$ cat src/rtl/led_pkg.sv
// Shared definitions for the LED pattern generator: mode encodings and ramp direction.
// Latency: n/a (types and constants only).
// Backpressure: n/a.
package led_pkg;

    typedef logic [1:0] mode_t;

    localparam mode_t MODE_OFF     = 2'b00;
    localparam mode_t MODE_BLINK   = 2'b01;
    localparam mode_t MODE_RUN     = 2'b10;
    localparam mode_t MODE_BREATHE = 2'b11;

    typedef enum logic {
        RAMP_UP   = 1'b0,
        RAMP_DOWN = 1'b1
    } ramp_t;

endpackage

$ cat src/rtl/tick_gen.sv
// Parametrised divider: counts 0..DIV-1 while en=1 and flags the terminal-count cycle.
// Latency: tc is combinational from the count register (asserted during the TC cycle).
// Backpressure: en=0 holds the count; clr forces the count to 0 and wins over en.
//
// Ports:
//   clk, rst  clock, asynchronous active-high reset
//   en        advance the count this cycle
//   clr       synchronous clear of the count
//   tc        high while count==DIV-1 and en=1
module tick_gen #(
    parameter int DIV = 2
) (
    input  logic clk,
    input  logic rst,
    input  logic en,
    input  logic clr,
    output logic tc
);

    // A divide-by-one still needs a one-bit register to keep the widths legal.
    localparam int             CW   = (DIV > 1) ? $clog2(DIV) : 1;
    localparam logic [CW-1:0]  LAST = CW'(DIV - 1);

    logic [CW-1:0] cnt_q;
    logic [CW-1:0] cnt_d;
    logic          at_last;

    assign at_last = (cnt_q == LAST);
    assign tc      = en && at_last;

    always_comb begin
        cnt_d = cnt_q;
        if (clr) begin
            cnt_d = '0;
        end else if (en) begin
            cnt_d = at_last ? '0 : cnt_q + 1'b1;
        end
    end

    always_ff @(posedge clk or posedge rst) begin
        if (rst) begin
            cnt_q <= '0;
        end else begin
            cnt_q <= cnt_d;
        end
    end

endmodule

$ cat src/rtl/led_pattern_gen.sv
// Multi-channel LED pattern generator: off / blink / running light / PWM breathing.
// Latency: led and tick change on the edge closing a step TC cycle; a mode change shows on led one cycle later.
// Backpressure: none; en=0 freezes every counter and output (tick forced low), mode changes still re-init.
//
// Ports:
//   clk, rst  clock, asynchronous active-high reset
//   en        1 = run, 0 = freeze
//   mode      00 off, 01 blink, 10 run, 11 breathe
//   dir       running-light direction, 0 = toward MSB, 1 = toward LSB (sampled at step)
//   led       registered LED drive, 1 = lit
//   tick      registered one-cycle pulse per step
module led_pattern_gen #(
    parameter int CLK_HZ        = 50_000_000,
    parameter int STEP_MS       = 1000,
    parameter int N_LED         = 4,
    parameter int PWM_W         = 8,
    parameter int DUTY_STEP_CYC = 100_000
) (
    input  logic             clk,
    input  logic             rst,
    input  logic             en,
    input  logic [1:0]       mode,
    input  logic             dir,
    output logic [N_LED-1:0] led,
    output logic             tick
);

    import led_pkg::*;

    localparam int                STEP_CYC = CLK_HZ / 1000 * STEP_MS;
    localparam logic [N_LED-1:0]  LED_LSB  = N_LED'(1);
    localparam logic [N_LED-1:0]  LED_MSB  = LED_LSB << (N_LED - 1);
    localparam logic [PWM_W-1:0]  DUTY_MAX = '1;
    localparam logic [PWM_W-1:0]  DUTY_MIN = '0;

    if (STEP_CYC < 2) begin : g_chk_step
        $error("led_pattern_gen: STEP_CYC must be at least 2");
    end
    if (N_LED < 1) begin : g_chk_nled
        $error("led_pattern_gen: N_LED must be at least 1");
    end
    if (DUTY_STEP_CYC < 1) begin : g_chk_duty
        $error("led_pattern_gen: DUTY_STEP_CYC must be at least 1");
    end
    if (PWM_W < 1) begin : g_chk_pwm
        $error("led_pattern_gen: PWM_W must be at least 1");
    end

    mode_t            mode_q,    mode_d;
    logic [N_LED-1:0] led_q,     led_d;
    logic             tick_q,    tick_d;
    logic [PWM_W-1:0] pwm_cnt_q, pwm_cnt_d;
    logic [PWM_W-1:0] duty_q,    duty_d;
    ramp_t            ramp_q,    ramp_d;

    logic re_init;
    logic step_tc;
    logic duty_tc;

    // Any change of the requested mode restarts the pattern from its initial value.
    assign re_init = (mode_t'(mode) != mode_q);

    tick_gen #(.DIV(STEP_CYC)) u_step_tick (
        .clk (clk),
        .rst (rst),
        .en  (en),
        .clr (re_init),
        .tc  (step_tc)
    );

    tick_gen #(.DIV(DUTY_STEP_CYC)) u_duty_tick (
        .clk (clk),
        .rst (rst),
        .en  (en),
        .clr (re_init),
        .tc  (duty_tc)
    );

    always_comb begin
        mode_d    = mode_t'(mode);
        led_d     = led_q;
        tick_d    = 1'b0;
        pwm_cnt_d = pwm_cnt_q;
        duty_d    = duty_q;
        ramp_d    = ramp_q;

        if (re_init) begin
            // Re-init beats a coincident step: no toggle, no tick.
            pwm_cnt_d = '0;
            duty_d    = '0;
            ramp_d    = RAMP_UP;
            led_d     = '0;
            if (mode_t'(mode) == MODE_RUN) begin
                led_d = dir ? LED_MSB : LED_LSB;
            end
        end else if (en) begin
            tick_d    = step_tc;
            pwm_cnt_d = pwm_cnt_q + 1'b1;
            case (mode_q)
                MODE_BLINK: begin
                    if (step_tc) led_d = ~led_q;
                end
                MODE_RUN: begin
                    // Shift-and-or rotate also degenerates correctly for a single channel.
                    if (step_tc) begin
                        led_d = dir ? ((led_q >> 1) | (led_q << (N_LED - 1)))
                                    : ((led_q << 1) | (led_q >> (N_LED - 1)));
                    end
                end
                MODE_BREATHE: begin
                    led_d = {N_LED{pwm_cnt_q < duty_q}};
                    if (duty_tc) begin
                        // The ramp turns on the same edge the duty hits an end stop.
                        if (ramp_q == RAMP_UP) begin
                            duty_d = duty_q + 1'b1;
                            if (duty_q + 1'b1 == DUTY_MAX) ramp_d = RAMP_DOWN;
                        end else begin
                            duty_d = duty_q - 1'b1;
                            if (duty_q - 1'b1 == DUTY_MIN) ramp_d = RAMP_UP;
                        end
                    end
                end
                default: begin
                    led_d = '0;
                end
            endcase
        end
    end

    always_ff @(posedge clk or posedge rst) begin
        if (rst) begin
            mode_q    <= MODE_OFF;
            led_q     <= '0;
            tick_q    <= 1'b0;
            pwm_cnt_q <= '0;
            duty_q    <= '0;
            ramp_q    <= RAMP_UP;
        end else begin
            mode_q    <= mode_d;
            led_q     <= led_d;
            tick_q    <= tick_d;
            pwm_cnt_q <= pwm_cnt_d;
            duty_q    <= duty_d;
            ramp_q    <= ramp_d;
        end
    end

    assign led  = led_q;
    assign tick = tick_q;

endmodule

$ cat config.mk
export PLATFORM = sky130hd
export DESIGN_NAME = led_pattern_gen
export DESIGN_NICKNAME = d
export VERILOG_FILES = /design/src/rtl/led_pkg.sv /design/src/rtl/tick_gen.sv /design/src/rtl/led_pattern_gen.sv
export SDC_FILE = /design/constraint.sdc
export NUM_CORES = 1
export LEC_CHECK = 0
export ABC_AREA = 1
export CELL_PAD_IN_SITES_DETAIL_PLACEMENT = 1
export CELL_PAD_IN_SITES_GLOBAL_PLACEMENT = 2
export CORE_MARGIN = 1.5
export CORE_UTILIZATION = 39
export DETAILED_ROUTE_END_ITERATION = 16
export HOLD_SLACK_MARGIN = 0.02
export PLACE_DENSITY_LB_ADDON = 0.1
export SLEW_MARGIN = 40
export SYNTH_ARGS = -nofsm -noshare
export SYNTH_HDL_FRONTEND = slang
export SYNTH_SLANG_ARGS = --single-unit
$ cat constraint.sdc
create_clock -name clk -period 4.85 [get_ports clk]
set_input_delay 1.455 -clock clk [delete_from_list [all_inputs] [get_ports clk]]
set_output_delay 1.455 -clock clk [all_outputs]
set_load 0.005 [all_outputs]
==> results.ini <==
[layout]
syn2layout_area_growth_pct = 11.0
diodes = 0
post-route-cell-area_mm2 = 0.00494
layout-drive-gt1-share_pct = 6.41
nets = 670

[routing]
vias_per_cell = 5.36
avgRoutedWirePerCell_um = 16.0
dr.pass1.iters = 4
vias = 4264
ant_nets = 0
drcViolationCount = 0
drt_iter0_markers = 207
finalWirelength_mm = 12.8

[clock_network]
cts_tree = done
cts_root_buf = clkbuf_16
clock_latency_ns = 0.34
cts_buffers = 9
post_cts.repair.setup_buffers = 0
cts_sinks = 67
ctsLongestPathBuffers = 2
path_clk_slew_ns = 0.06
cts_htree_levels = 3
cts-resized-gates = 0
hold_buffers = 0

[logic_synthesis]
synthesis.area_mm2 = 0.00445
yosysWarnings = 0
synth.top_cell.area_share_pct = 37.7
synth_largest_area_cell = dfrtp_1
yosysSeqAreaShare_pct = 37.7
synthArstFlopShare_pct = 100
yosys-top-cells-area = dfrtp_1 (38%), nand2_1 (14%), nor2_1 (7.2%)
synth_cell_types = 39
ys_ff_latch = 67
avgSynthCellArea_um2 = 6.98
syn_nets = 658
postSynthCellCount = 638
synth_edf_count = 0
synth_ff_type = dfrtp_1

[power]
max-vdd-ir-drop_v = 0.000197
p_sw_share_pct = 25.9
seqPwrFrac_pct = 44.2
power_switching_uw = 342
p_int_uw = 976
comb_power_share_pct = 8.5
leakagePower_nw = 2.15
pwr-share-clk_pct = 47.2
p_per_area_mw_per_mm2 = 267

[global_routing]
grt_pass1_wl_mm = 21.7
grt_max_degree = 68
grt_pass1_vias = 4385
antenna_found_initial = 0
overflow = 0
track_usage_pct = 23.6

[floorplan]
ios = 11
die_y_um = 110
dieArea_mm2 = 0.0121
core_area_mm2 = 0.0110
start_util_pct = 40.5
die_x_um = 110
rows = 38

[place]
gp_congestion = 0.776
io_buffers = 10
dp_hpwl_mm = 9.45
dpl_cell_area_mm2 = 0.00467

[critical_path]
cp_slowest_cell = clkdlybuf4s50_1
worstPathArrival_ns = 3.66
critPathBufInv = 2
max_stage_delay_ns = 0.49
worstPathCellList = clkdlybuf4s50_1 > xnor2_1 > nand2_4 > inv_4 > nand2_4 > nand2_1 > nor2_2 > or2_2 > nand2_1 > nor2_1
critPathMaxFanout = 39
cp-start-kind = input port
critPathRequiredTime_ns = 5.07
critPathTopFamily = simple AND/OR/NAND/NOR gates
end_kind = register
critPathKind = input port to register

[sta]
tightest_slew_ns = 0.667
finalSetupViolCount = 0
min_period_over_period_pct = 70.9
period_needed_ns = 3.44
hold_violations = 0
setup_tns_ns = 0
fin_worst_skew_ns = 0.00432
finalMaxSlewViolations = 0
rsz0062_at_grt = no
relSlewSlack_pct = 55.6
max_freq_mhz = 291

[flow_run]
cap_violations = 0

[worst_hold_path]
hold_path.class = register to register

[status]
status = finished, final reports clean

## metrics by stage
step	hold slack, ns	worst slack [ns]	power, mW	util (%)	instances
after floorplan	0.461	1.71	0.668	-	638
after global placement	0.483	1.16	0.703	42.5	779
after detailed placement	0.508	1.07	0.707	42.5	779
after CTS	0.515	1.42	1.33	45.0	795
after global routing	0.553	1.24	1.38	45.0	795
final	0.517	1.41	1.32	45.0	795
## cell type report
cell class                 count  area [µm²]
fill                        1410        6040
multi-input combinational    481        2400
sequential                    67        1680
inverter                      79         299
clock buffer                  14         264
tap                          140         175
timing repair buffer          12         119
clock inverter                 2        10.0
## cell usage after synthesis (3+ instances only)
library cell / n
nand2_1: 163
nor2_1: 85
inv_1: 76
dfrtp_1: 67
nand3_1: 55
a21oi_1: 33
o21ai_0: 26
nand4_1: 25
nor3_1: 25
ha_1: 14
xor2_1: 9
nor2_2: 7
o22ai_1: 6
buf_2: 5
xnor2_1: 4
buf_6: 3
nand2_4: 3
nor3b_2: 3
o21ai_1: 3
## placed cells by master, fill, tap and decap left out, drive strengths merged, types with 3 or more instances in the layout
cell	count
inv	79
dfrtp	67
nor2	93
a21oi	34
o22ai	6
clkbuf	14
nand4	26
nand3	56
o21ai	31
xor2	9
xnor2	4
clkdlybuf4s50	10
ha	14
nor3	25
nand2	168
nor3b	3
## layer usage
metal	global-route usage (%)	vias to the layer above	part of all wire (%)
li1	-	2105	-
met1	31.2	2118	49
met2	39.3	29	48
met3	4.33	12	1.8
met4	7.05	0	1.1
met5	0	-	0
## flip-flops by register name, indices dropped and copies added, names as in the netlist
| name | flops |
|---|---|
| u_duty_tick.cnt_q | 17 |
| led | 4 |
| pwm_cnt_q | 8 |
| mode_q | 2 |
| u_step_tick.cnt_q | 26 |
| duty_q | 8 |
| ramp_q | 1 |
| tick | 1 |
## power by group through the flow
stage	registers (mW)	logic [mW]	clock network (mW)
floorplan	0.589	0.0789	0
finish	0.583	0.112	0.623
CTS	0.583	0.115	0.636
detailed placement	0.593	0.114	0
global route	0.584	0.129	0.664
global placement	0.592	0.111	0
## cell families (layout without fill, tap and decap cells)
group	after synthesis	count (layout)	share of synthesized area (%)
flip-flops	67	67	37.7
XOR/XNOR	13	13	2.56
AND/OR/NAND/NOR	377	377	37.9
buffers and inverters	90	107	8.46
adder cells (fa/ha/maj)	14	14	3.93
AO/OA/AOI/OAI	77	77	9.47
## worst paths after layout
check,from,slack (ns),cells past startpoint,end
setup / recovery,mode[1],1.41,10,u_step_tick.cnt_q[13]$_DFFE_PP0P_
hold / removal,u_step_tick.cnt_q[0]$_DFFE_PP0P_,0.52,1,u_step_tick.cnt_q[0]$_DFFE_PP0P_
setup reg to reg,mode_q[1]$_DFF_PP0_,2.62,9,u_step_tick.cnt_q[13]$_DFFE_PP0P_
hold reg to reg,u_step_tick.cnt_q[0]$_DFFE_PP0P_,0.52,1,u_step_tick.cnt_q[0]$_DFFE_PP0P_
max in group asynchronous,rst,2.79,3,u_step_tick.cnt_q[11]$_DFFE_PP0P_
min in group asynchronous,rst,1.60,3,u_duty_tick.cnt_q[13]$_DFFE_PP0P_
Power figures use the tool's default switching activity.
